$ cat config.mk
export PLATFORM = sky130hd
export DESIGN_NAME = ysyx_24100005_ifu
export DESIGN_NICKNAME = d
export VERILOG_FILES = /design/src/rtl/ysyx_24100005_ifu.sv
export SDC_FILE = /design/constraint.sdc
export NUM_CORES = 1
export LEC_CHECK = 0
export ABC_AREA = 0
export BUFFER_PORTS_ARGS = -buffer_cell sky130_fd_sc_hd__buf_4
export CAP_MARGIN = 25
export CELL_PAD_IN_SITES_DETAIL_PLACEMENT = 1
export CELL_PAD_IN_SITES_GLOBAL_PLACEMENT = 1
export CORE_ASPECT_RATIO = 1.25
export CORE_MARGIN = 10
export CORE_UTILIZATION = 30
export CTS_CLUSTER_SIZE = 24
export DETAILED_ROUTE_END_ITERATION = 8
export PLACE_DENSITY_LB_ADDON = 0.1
export SYNTH_ARGS = -nofsm -noshare
export SYNTH_HDL_FRONTEND = slang
export SYNTH_SLANG_ARGS = --single-unit
export TNS_END_PERCENT = 10
$ cat constraint.sdc
create_clock -name clk -period 3.1 [get_ports clk]
set_input_delay 0.465 -clock clk [delete_from_list [all_inputs] [get_ports clk]]
set_output_delay 0.465 -clock clk [all_outputs]
set_load 0.01 [all_outputs]
$ cat src/rtl/ysyx_24100005_ifu.sv
// ysyx_24100005_ifu: instruction fetch unit.
// Owns the PC and issues one word read at a time over a valid/ready request
// channel. Returned words are queued with their PCs toward decode. A redirect
// from execute restarts fetch at a new PC and flushes queued and in-flight work.
//
// Ports:
//   clk, rst                   clock, synchronous active-high reset
//   req_valid/req_ready/req_addr   fetch request channel (one outstanding)
//   resp_valid/resp_data       read response, always accepted
//   out_valid/out_ready/out_inst/out_pc   fetch queue head toward decode
//   redirect_valid/redirect_pc flush and restart at redirect_pc (bits [1:0] ignored)
module ysyx_24100005_ifu #(
  parameter int unsigned     XLEN     = 32,  // must be 32 in this generation
  parameter logic [XLEN-1:0] RESET_PC = XLEN'(32'h8000_0000),
  parameter int unsigned     FQ_DEPTH = 4    // power of two, >= 2
) (
  input  logic            clk,
  input  logic            rst,
  output logic            req_valid,
  input  logic            req_ready,
  output logic [XLEN-1:0] req_addr,
  input  logic            resp_valid,
  input  logic [31:0]     resp_data,
  output logic            out_valid,
  input  logic            out_ready,
  output logic [31:0]     out_inst,
  output logic [XLEN-1:0] out_pc,
  input  logic            redirect_valid,
  input  logic [XLEN-1:0] redirect_pc
);

  localparam int unsigned AW = $clog2(FQ_DEPTH);
  localparam int unsigned PW = AW + 1;  // extra wrap bit separates full from empty

  typedef enum logic [1:0] {
    S_REQ  = 2'd0,
    S_WAIT = 2'd1,
    S_DROP = 2'd2
  } state_e;

  state_e          state_q, state_d;
  logic [XLEN-1:0] pc_q, pc_d;
  logic [XLEN-1:0] fetch_pc_q, fetch_pc_d;
  logic [PW-1:0]   wptr_q, wptr_d;
  logic [PW-1:0]   rptr_q, rptr_d;
  logic [31:0]     inst_mem_q [FQ_DEPTH];
  logic [XLEN-1:0] pc_mem_q   [FQ_DEPTH];

  logic [PW-1:0]   count;
  logic            fq_full;
  logic            push;
  logic            pop;
  logic            unused_redirect_lsb;

  assign unused_redirect_lsb = ^redirect_pc[1:0];

  assign count   = wptr_q - rptr_q;
  assign fq_full = (count == PW'(FQ_DEPTH));

  // Queue head is read straight from storage; nothing from resp_* reaches out_*.
  assign out_valid = (wptr_q != rptr_q);
  assign out_inst  = inst_mem_q[rptr_q[AW-1:0]];
  assign out_pc    = pc_mem_q[rptr_q[AW-1:0]];
  assign req_addr  = pc_q;

  // Fetch FSM next state, request gating and PC update.
  always_comb begin
    state_d    = state_q;
    pc_d       = pc_q;
    fetch_pc_d = fetch_pc_q;
    req_valid  = 1'b0;
    push       = 1'b0;
    unique case (state_q)
      S_REQ: begin
        // Only request when the reply is guaranteed a queue slot.
        req_valid = !fq_full && !rst;
        if (req_valid && req_ready) begin
          fetch_pc_d = pc_q;
          pc_d       = pc_q + XLEN'(4);
          // A request accepted alongside a redirect is already stale.
          state_d    = redirect_valid ? S_DROP : S_WAIT;
        end
      end
      S_WAIT: begin
        if (resp_valid) begin
          push    = !redirect_valid;
          state_d = S_REQ;
        end else if (redirect_valid) begin
          state_d = S_DROP;
        end
      end
      S_DROP: begin
        if (resp_valid) state_d = S_REQ;
      end
      default: state_d = S_REQ;
    endcase
    if (redirect_valid) pc_d = {redirect_pc[XLEN-1:2], 2'b00};
  end

  // Queue pointers; a redirect empties the queue and overrides push/pop.
  always_comb begin
    pop    = out_valid && out_ready && !redirect_valid;
    wptr_d = wptr_q;
    rptr_d = rptr_q;
    if (redirect_valid) begin
      wptr_d = '0;
      rptr_d = '0;
    end else begin
      if (push) wptr_d = wptr_q + PW'(1);
      if (pop)  rptr_d = rptr_q + PW'(1);
    end
  end

  // State, PC and pointer registers.
  always_ff @(posedge clk) begin
    if (rst) begin
      state_q    <= S_REQ;
      pc_q       <= RESET_PC;
      fetch_pc_q <= '0;
      wptr_q     <= '0;
      rptr_q     <= '0;
    end else begin
      state_q    <= state_d;
      pc_q       <= pc_d;
      fetch_pc_q <= fetch_pc_d;
      wptr_q     <= wptr_d;
      rptr_q     <= rptr_d;
    end
  end

  // Queue storage; cleared on reset so the head reads zero afterwards.
  always_ff @(posedge clk) begin
    if (rst) begin
      for (int unsigned i = 0; i < FQ_DEPTH; i++) begin
        inst_mem_q[i] <= '0;
        pc_mem_q[i]   <= '0;
      end
    end else if (push) begin
      inst_mem_q[wptr_q[AW-1:0]] <= resp_data;
      pc_mem_q[wptr_q[AW-1:0]]   <= fetch_pc_q;
    end
  end

endmodule
==> out/metrics.csv <==
stage,metric,value,unit
run_status,status,finished clean,
cts,cts_tree,yes,
routing,firstDrtPassIters,5,
routing,post_drt_wl_per_cell,21.5,um
power,p_total,0.00976,W
min_path,hold_path.class,primary input to register,
synth,synth_top_cell_by_area,edfxtp_1,
placed_design,dp_hpwl,23.5,mm
critical_path,path_class,register to output port,
floorplanning,fp.dieW,212,um
synth,ys_seq_elements,318,
routing,final_antenna_net_count,0,
sta,fmax,357,MHz
critical_path,arrival,2.34,ns
floorplanning,dieArea,55300,sq um
sta,tightest_slew,0.832,ns
power,powerDensity,570,nW/um^2
synth,synth_cell_types,53,
synth,synth_top_area_frac,0.537,
critical_path,cp_max_fo,10,
routing,drt_wl_total,38.3,mm
cts,cts_made_buffers,38,
synth,synthArstFlopShare,0,
synth,seq_area_frac_synth,0.638,
synth,synth_top_family_by_area,simple AND/OR/NAND/NOR gates,
sta,rsz0062_at_grt,false,
critical_path,regToRegSetupSlack,0.62,ns
layout,drive_gt1_frac,0.269,
critical_path,cp-end-kind,output port,
synth,synth-warning-count,0,
synth,avgSynthCellArea,13.8,sq um
routing,drt_iter0_drc,350,
global_route,antenna_found_initial,0,
power,leakagePower,6.28,nW
synth,synthXorXnorAreaFrac,0.00992,
placed_design,port_buffers,161,
synth,netlist_area,13900,sq um
floorplanning,core-area,45900,sq um
floorplanning,pin_count,168,
layout,final_nets,1243,
cts,cts_sinks,318,
sta,drv_slew,0,
synth,synth-main-ff-cell,edfxtp_1,
cts,clk-insertion-delay-late,0.53,ns
placed_design,place_area,15900,sq um
critical_path,critical_path_required,2.63,ns
synth,synthAdderAreaFrac,0.00451,
cts,clk_pin_slew,0.06,ns
sta,finalHoldViolCount,0,
critical_path,worstSetupStartpoint,wptr_q[0],
critical_path,r2r-start,wptr_q[0],
sta,finalSetupViolations,0,
placed_design,dp_cells,1713,
global_route,grtUsageTotal,0.140,
sta,slew_headroom,0.445,
cts,cts_root_buf,clkbuf_16,
floorplanning,fp-row-count,88,
synth,synth.area.mux_share,0.101,
critical_path,reg2reg_to,req_addr[19],
placed_design,gp_congestion,0.726,
synth,syn_inst,1007,
floorplanning,start_util,0.302,
routing,avgViaCountPerCell,4.76,
global_route,grt_pass1_vias,9498,
cts,cts-hold-fix-buffers,0,
global_route,grt_overflow,0,
global_route,grt_max_degree,63,
critical_path,r2r_cells,6,
sta,clock_skew,0.0128,ns
layout,synthToLayoutAreaGrowth,23.4,%
layout,fin_area,17100,sq um
layout,antennaDiodeCount,0,
synth,synth_enable_flop_cells,248,
layout,fin_cells,1782,
layout,postLayoutCoreUtil,0.373,
global_route,grt_pass1_wl,58.9,mm
critical_path,cp-start-kind,register,
sta,layout_min_cycle_time,2.80,ns
run,drv_cap,0,
routing,routed-via-count,8488,
sta,period_share,0.905,
floorplanning,die_y,260,um
synth,yosys.area_share.simple,0.171,
synth,synth_top_cells_by_area,"edfxtp_1, and2_1, dfxtp_1, mux4_2, nand2_1",
routing,drc_errors,0,
power,ir_worst_vdd,281,uV
cts,cts-htree-levels,2,
sta,setup_tns,0,ns
critical_path,crit_end,req_valid,
synth,synth-compound-area-share,0.0502,
cts,cts.path.max_buffers,3,
==> registers in the layout, indices dropped and copies added (netlist names), named ones only <==
signal	flops
fetch_pc_q	30
inst_mem_q	128
pc_mem_q	120
req_addr	30
rptr_q	3
state_q	2
wptr_q	3
==> synthesized netlist by cell type, drive strengths merged, types with 2 or more instances <==
master,n
xor2,3
nor2b,2
mux4,62
o31ai,3
nand3,17
edfxtp,248
a211oi,15
o31a,2
buf,14
and2,249
o21ai,19
a21o,3
o311a,3
or3,8
a2111oi,4
ha,5
nand2b,4
nand4,6
or4,5
dfxtp,70
clkbuf,56
and4,7
nor2,26
a311oi,8
a31oi,7
inv,11
nor4,4
nor3,4
a21oi,35
or2,3
nand2,79
xnor2,11
and3,4
==> cell usage in the layout (no fill, tap or decap), drive strengths merged, types with 4 or more instances in the layout <==
master / netlist / routed
and2: 249 / 249
edfxtp: 248 / 248
buf: 14 / 188
nand2: 79 / 79
dfxtp: 70 / 70
mux4: 62 / 62
clkbuf: 56 / 54
a21oi: 35 / 35
nor2: 26 / 26
o21ai: 19 / 19
nand3: 17 / 17
a211oi: 15 / 15
clkinv: 0 / 13
inv: 11 / 11
xnor2: 11 / 11
or3: 8 / 8
a311oi: 8 / 8
a31oi: 7 / 7
and4: 7 / 7
nand4: 6 / 6
ha: 5 / 5
or4: 5 / 5
nand2b: 4 / 4
nor3: 4 / 4
conb: 1 / 4
and3: 4 / 4
a2111oi: 4 / 4
nor4: 4 / 4
==> per-stage QoR <==
| stage | setup WS (ns) | hold WS (ns) |
|---|---|---|
| floorplan | 0.304 | 0.457 |
| finish | 0.295 | 0.207 |
| detailed placement | 0.493 | 0.486 |
| global route | 0.0767 | 0.206 |
| CTS | 0.101 | 0.178 |
| global placement | 0.508 | 0.477 |
==> per-layer routing <==
layer	routed length, um	part of all wire	GRT usage	vias up
li1	-	-	-	4020
met2	19400	0.51	0.247	154
met5	0	0	0	-
met4	653	0.017	0.0359	0
met3	1660	0.043	0.0293	40
met1	16600	0.43	0.170	4274
==> what timing repair did <==
action	CTS	global route
buffers inserted	0	0
gates resized for setup	1	1
endpoints found under the setup margin	1	1
==> power by group <==
part | switching, W | internal [W] | total (W)
clock network | 0.00174 | 0.00262 | 0.00436
logic | 0.000307 | 0.000249 | 0.000556
registers | 0.000103 | 0.00474 | 0.00484
==> worst min-delay path by stage <==
stage          cells past startpoint       startpoint  slack [ns]             end
2_1_floorplan                      2   fetch_pc_q[10]        0.46  fetch_pc_q[10]
3_3_place_gp                       2   fetch_pc_q[25]        0.48  fetch_pc_q[25]
3_5_place_dp                       2   fetch_pc_q[18]        0.49  fetch_pc_q[18]
4_1_cts                            2  redirect_pc[14]        0.18    req_addr[14]
5_1_grt                            2  redirect_pc[14]        0.21    req_addr[14]
6_report                           2  redirect_pc[14]        0.21    req_addr[14]
==> layout make-up <==
| cell class | instances | area, sq um |
|---|---|---|
| Tap cell | 585 | 732 |
| Sequential cell | 318 | 8860 |
| Multi-Input combinational cell | 611 | 4740 |
| Clock buffer | 54 | 1090 |
| Clock inverter | 15 | 116 |
| Timing Repair Buffer | 188 | 1540 |
| Fill cell | 4786 | 28800 |
| Inverter | 11 | 41.3 |
==> kinds of logic after synthesis <==
family | count (synthesis)
AND/OR/NAND/NOR | 419
AO/OA/AOI/OAI | 106
flip-flops | 318
adder cells (fa/ha/maj) | 5
buffers and inverters | 81
multiplexers | 63
XOR/XNOR | 14
other | 1
==> critical path: stages (launching register included) <==
cell and delay (ns):
dfxtp_1 0.45, inv_1 0.12, ha_1 0.21, nor2b_1 0.15, xnor2_2 0.25, a2111oi_2 0.45
buf_4 0.19
Note: power is estimated with default switching activity, not from simulation.
